`src/rtl/bit_destuffer_pkg.sv`:
```
// Shared definitions for the CAN bit destuffer: default parameters and state encodings.
// The error-frame logic decodes ERROR, so these encodings must stay fixed.
package bit_destuffer_pkg;

  localparam int DEFAULT_STUFF_LEN = 5;
  localparam int DEFAULT_COUNT_W   = 8;
  localparam int RUN_W             = 3;

  typedef enum logic [1:0] {
    IDLE   = 2'd0,
    ACTIVE = 2'd1,
    ERROR  = 2'd2
  } destuff_state_t;

endpackage

```
`src/rtl/bit_destuffer_if.sv`:
```
// Bus between the bit-timing/frame-decoder side (master) and the destuffer (slave).
interface bit_destuffer_if
  import bit_destuffer_pkg::*;
#(
  parameter int COUNT_W = DEFAULT_COUNT_W
);

  logic               sp;
  logic               CAN_RX;
  logic               stuffEnable;
  logic               isStuff;
  logic               stuffError;
  logic               stuffErrPulse;
  logic [COUNT_W-1:0] stuffCount;
  logic [RUN_W-1:0]   runLength;

  modport master (
    output sp, CAN_RX, stuffEnable,
    input  isStuff, stuffError, stuffErrPulse, stuffCount, runLength
  );

  modport slave (
    input  sp, CAN_RX, stuffEnable,
    output isStuff, stuffError, stuffErrPulse, stuffCount, runLength
  );

endinterface

```
`src/rtl/bit_destuffer.sv`:
```
// Flags CAN stuff bits at each sample point so frameStorage can drop them,
// and detects stuff errors (a sixth equal bit where a stuff bit was due).
module bit_destuffer
  import bit_destuffer_pkg::*;
#(
  parameter int STUFF_LEN = DEFAULT_STUFF_LEN,
  parameter int COUNT_W   = DEFAULT_COUNT_W
) (
  input  logic           clock,
  input  logic           reset,
  bit_destuffer_if.slave bus
);

  localparam logic [RUN_W-1:0]   RUN_MAX   = RUN_W'(STUFF_LEN);
  localparam logic [COUNT_W-1:0] COUNT_MAX = '1;

  destuff_state_t     state;
  logic [RUN_W-1:0]   run_length;
  logic               last_bit;
  logic [COUNT_W-1:0] stuff_count;
  logic               err_pulse;

  // Dropping stuffEnable on any sample point wins over everything else, so a
  // stuff position coinciding with the end of the CRC never raises an error.
  always_ff @(posedge clock) begin
    if (!reset) begin
      state       <= IDLE;
      run_length  <= '0;
      last_bit    <= 1'b1;
      stuff_count <= '0;
      err_pulse   <= 1'b0;
    end else begin
      err_pulse <= 1'b0;
      if (bus.sp) begin
        if (!bus.stuffEnable) begin
          state       <= IDLE;
          run_length  <= '0;
          stuff_count <= '0;
        end else begin
          case (state)
            IDLE: begin
              state      <= ACTIVE;
              last_bit   <= bus.CAN_RX;
              run_length <= RUN_W'(1);
            end
            ACTIVE: begin
              if (run_length == RUN_MAX) begin
                if (bus.CAN_RX != last_bit) begin
                  // The stuff bit itself opens the next run of equal bits.
                  last_bit   <= bus.CAN_RX;
                  run_length <= RUN_W'(1);
                  if (stuff_count != COUNT_MAX) begin
                    stuff_count <= stuff_count + COUNT_W'(1);
                  end
                end else begin
                  state      <= ERROR;
                  err_pulse  <= 1'b1;
                  run_length <= '0;
                end
              end else if (bus.CAN_RX == last_bit) begin
                run_length <= run_length + RUN_W'(1);
              end else begin
                last_bit   <= bus.CAN_RX;
                run_length <= RUN_W'(1);
              end
            end
            ERROR: begin
              state <= ERROR;
            end
            default: begin
              state      <= IDLE;
              run_length <= '0;
            end
          endcase
        end
      end
    end
  end

  assign bus.isStuff       = (state == ACTIVE) && bus.stuffEnable && (run_length == RUN_MAX);
  assign bus.stuffError    = (state == ERROR);
  assign bus.stuffErrPulse = err_pulse;
  assign bus.stuffCount    = stuff_count;
  assign bus.runLength     = run_length;

endmodule
```
`src/flat_wrapper.sv`:
```
// flat-port wrapper written by rule: the top's interface ports become plain ports
module bit_destuffer_flat import bit_destuffer_pkg::*;
#(
  parameter int STUFF_LEN = DEFAULT_STUFF_LEN,
  parameter int COUNT_W   = DEFAULT_COUNT_W
)
  (clock, reset, bus_sp, bus_CAN_RX, bus_stuffEnable, bus_isStuff, bus_stuffError, bus_stuffErrPulse, bus_stuffCount, bus_runLength);
  bit_destuffer_if #(.COUNT_W(COUNT_W)) bus_i ();
  input  logic clock;
  input  logic reset;
  input wire logic [$bits(bus_i.sp)-1:0] bus_sp;
  input wire logic [$bits(bus_i.CAN_RX)-1:0] bus_CAN_RX;
  input wire logic [$bits(bus_i.stuffEnable)-1:0] bus_stuffEnable;
  output wire logic [$bits(bus_i.isStuff)-1:0] bus_isStuff;
  output wire logic [$bits(bus_i.stuffError)-1:0] bus_stuffError;
  output wire logic [$bits(bus_i.stuffErrPulse)-1:0] bus_stuffErrPulse;
  output wire logic [$bits(bus_i.stuffCount)-1:0] bus_stuffCount;
  output wire logic [$bits(bus_i.runLength)-1:0] bus_runLength;
  assign bus_i.sp = bus_sp;
  assign bus_i.CAN_RX = bus_CAN_RX;
  assign bus_i.stuffEnable = bus_stuffEnable;
  assign bus_isStuff = bus_i.isStuff;
  assign bus_stuffError = bus_i.stuffError;
  assign bus_stuffErrPulse = bus_i.stuffErrPulse;
  assign bus_stuffCount = bus_i.stuffCount;
  assign bus_runLength = bus_i.runLength;
  bit_destuffer #(.STUFF_LEN(STUFF_LEN), .COUNT_W(COUNT_W)) u_core (.clock(clock), .reset(reset), .bus(bus_i));
endmodule
```
`config.mk`:
```
export PLATFORM = sky130hd
export DESIGN_NAME = bit_destuffer_flat
export DESIGN_NICKNAME = d
export VERILOG_FILES = /design/src/rtl/bit_destuffer_pkg.sv /design/src/rtl/bit_destuffer_if.sv /design/src/rtl/bit_destuffer.sv /design/src/flat_wrapper.sv
export SDC_FILE = /design/constraint.sdc
export NUM_CORES = 1
export LEC_CHECK = 0
export BUFFER_PORTS_ARGS = -buffer_cell sky130_fd_sc_hd__buf_2
export CORE_MARGIN = 4
export CORE_UTILIZATION = 30
export CTS_BUF_LIST = sky130_fd_sc_hd__clkbuf_2 sky130_fd_sc_hd__clkbuf_4 sky130_fd_sc_hd__clkbuf_8
export DETAILED_ROUTE_END_ITERATION = 10
export PLACE_DENSITY_LB_ADDON = 0.15
export SYNTH_ARGS = -nofsm -noshare
export SYNTH_HDL_FRONTEND = slang
export SYNTH_SLANG_ARGS = --single-unit
```
`constraint.sdc`:
```
create_clock -name clock -period 2.6 [get_ports clock]
set_clock_uncertainty 0.15 [all_clocks]
set_input_delay 0.52 -clock clock [delete_from_list [all_inputs] [get_ports clock]]
set_output_delay 0.52 -clock clock [all_outputs]
set_load 0.01 [all_outputs]
```
==> impl_metrics.yaml <==
outcome:
  status: "completed"
die:
  start_util: 0.3263
  die_area_um2: 4058
  die_x_um: 63.71
  die_h_um: 63.71
  num_io_pins: 19
  placement_rows: 19
  core_um2: 2853
synthesis:
  yosys.area.top_type: "dfxtp_1"
  synth_cells: 112
  syn_area_um2: 930.9
  synth_warnings: 0
  syn-mean-instance-area_um2: 8.312
  synth_nets: 124
  ys_seq_area_frac: 0.3226
  yosys-top-cells-count: "dfxtp_1, nand2_1, ha_1, nand2b_1, nor2_1"
  synthMostInstantiatedCell: "dfxtp_1"
  synth_edf_count: 0
  synth-seq-cells: 15
  synth.distinct_cells: 34
  synth_flop_cell: "dfxtp_1"
  async_flop_share: 0
  synth_area_leaders: "dfxtp_1, ha_1, nand2_1"
  synth_top_area_frac: 0.3226
sta:
  rsz0062_at_grt: "no"
  fin_crit_ns: 2.124
  slew_headroom: 0.6928
  post-route-period-util: 0.8170
  fmax_ghz: 0.4708
  maxSlewViolCount: 0
  tightest_slew_ns: 0.4608
  setup_viol: 0
  fin_setup_tns_ns: 0
  hold_violations: 0
clock_network:
  holdBufCountCts: 0
  clk_path_buf_depth: 2
  clock_sinks: 15
  cts_buffers: 3
  cts_tree: "yes"
  cts_resized: 0
  insertion_delay_ns: 0.29
  cts-htree-levels: 1
  cts_setup_buffers: 0
  ctsRootBufferMaster: "clkbuf_4"
  path_clk_slew_ns: 0.09
route:
  drc: 0
  routed_via_density: 5.491
  vias: 884
  routed_wl_mm: 2.157
  drt_iter0_markers: 36
  wl_per_cell_um: 13.40
  drt-pass1-iter-count: 4
  antenna_left: 0
grt:
  grt_max_degree: 16
  met2_usage: 0.1917
  antenna_found_initial: 0
  grt_pass1_wl_mm: 3.857
  grt_use_total: 0.1190
  grt_overflow: 0
  grt_use_met1: 0.1510
  first_global_vias: 854
  top_usage_layer: "met2"
  met3_usage: 0.02842
layout:
  area.growth.synth_to_final_pct: 14.65
  final_nets: 143
  fin_util: 0.3741
  n_antenna_cell: 0
  drive_above_1_share: 0.1923
  fin_area_um2: 1067
  final-instance-count-excl-fill: 161
power_and_ir_drop:
  ir_drop_uv: 187.1
  comb_power_share: 0.105
  p_sw_uw: 112.3
  swShare: 0.2605
  powerDensity_nw_per_um2: 403.9
  seq_power_share: 0.546
  power.share.clock: 0.349
  p_leak_uw: 0.0004066
  p_int_uw: 318.8
place:
  hpwl_mm: 1.611
  gp_congestion: 0.7748
  dpl-instance-area_um2: 1037
  placed_cells_incl_taps: 157
  portBuffers: 18
worst_setup_path:
  crit_required_ns: 2.67
  cp.arrival_ns: 2.20
  cp_slowest_cell: "or4_1"
  worst-setup-path-type: "reg -> reg"
  path_cells: "ha_1 > and2_1 > o2111ai_2 > or4_1 > a31oi_1"
  cp_max_fo: 12
  slowest_delay_ns: 0.58
  worstSetupEndpointType: "flip-flop"
  worst_setup_path_start_kind: "flip-flop"
run:
  drv_cap: 0
hold_path:
  hp-class: "reg -> reg"
## stage by stage
step	hold slack (ns)	setup WS, ns	power (µW)
2_1_floorplan	0.3530	0.6489	272.1
3_3_place_gp	0.3290	0.4509	286.4
3_5_place_dp	0.3346	0.3838	286.7
4_1_cts	0.3507	0.4484	438.2
5_1_grt	0.3689	0.3092	457.8
6_report	0.3489	0.4758	431.1
## state kept, by name, summed over array words and instances (netlist names)
register	cells
u_core.bus.runLength	3
u_core.bus.stuffCount	8
u_core.bus.stuffErrPulse	1
u_core.last_bit	1
u_core.state	2
## cell families after synthesis
logic type / after synthesis / synth area share
adder cells (fa/ha/maj): 7 / 0.09408
buffers and inverters: 9 / 0.04436
flip-flops: 15 / 0.3226
XOR/XNOR: 1 / 0.01748
AND/OR/NAND/NOR: 51 / 0.2997
AO/OA/AOI/OAI: 29 / 0.2218
## layout make-up
cell class,count,area (µm²)
clock buffers,4,30.03
fillers,313,1785
inverters,5,18.77
multi-input cells,88,589.3
flip-flops and latches,15,300.3
well taps,31,38.79
repair buffers,18,90.09
## critical path, delay by kind of cell, from the launching register on
family,cells,cell delay (ns)
compound gates,2,0.46
fa+ha+maj,1,0.23
flops,1,0.41
simple gates,2,0.80
## worst paths after layout
check                                                           from                               endpoint  slack, ns  cells past startpoint
worst max-delay path            u_core.bus.runLength[0]$_SDFFE_PN0P_  u_core.bus.stuffCount[3]$_SDFFE_PN0P_       0.48                      5
worst min-delay path            u_core.bus.runLength[1]$_SDFFE_PN0P_   u_core.bus.runLength[1]$_SDFFE_PN0P_       0.35                      2
worst max register to register  u_core.bus.runLength[0]$_SDFFE_PN0P_  u_core.bus.stuffCount[3]$_SDFFE_PN0P_       0.48                      5
worst min register to register  u_core.bus.runLength[1]$_SDFFE_PN0P_   u_core.bus.runLength[1]$_SDFFE_PN0P_       0.35                      2
## per-layer routing
layer	vias up	part of all wire	wire (µm)
met5	-	0	0
met3	4	0.036	78
met4	0	0.017	36
met1	412	0.50	1068
li1	453	-	-
met2	15	0.45	974
## placed cells by master (no fill, tap or decap), types with 4 or more instances in the layout
master    Yosys  layout
o211ai_1      4       4
dfxtp_1      15      15
a31oi_1       4       4
nand3_1       6       6
inv_1         5       5
buf_2         0      18
a21oi_1       6       6
nand2_1      12      12
nand2b_1      7       7
nor2_1        7       7
ha_1          7       7
clkbuf_4      0       4
## power groups by stage
stage	combinational (µW)	sequential, µW	clock (µW)
6_report	45.3	235	150
5_1_grt	52.8	236	169
4_1_cts	46.0	236	157
3_5_place_dp	45.8	241	0
3_3_place_gp	45.5	241	0
2_1_floorplan	31.2	241	0
No activity file was read; power rests on OpenSTA's default activity.
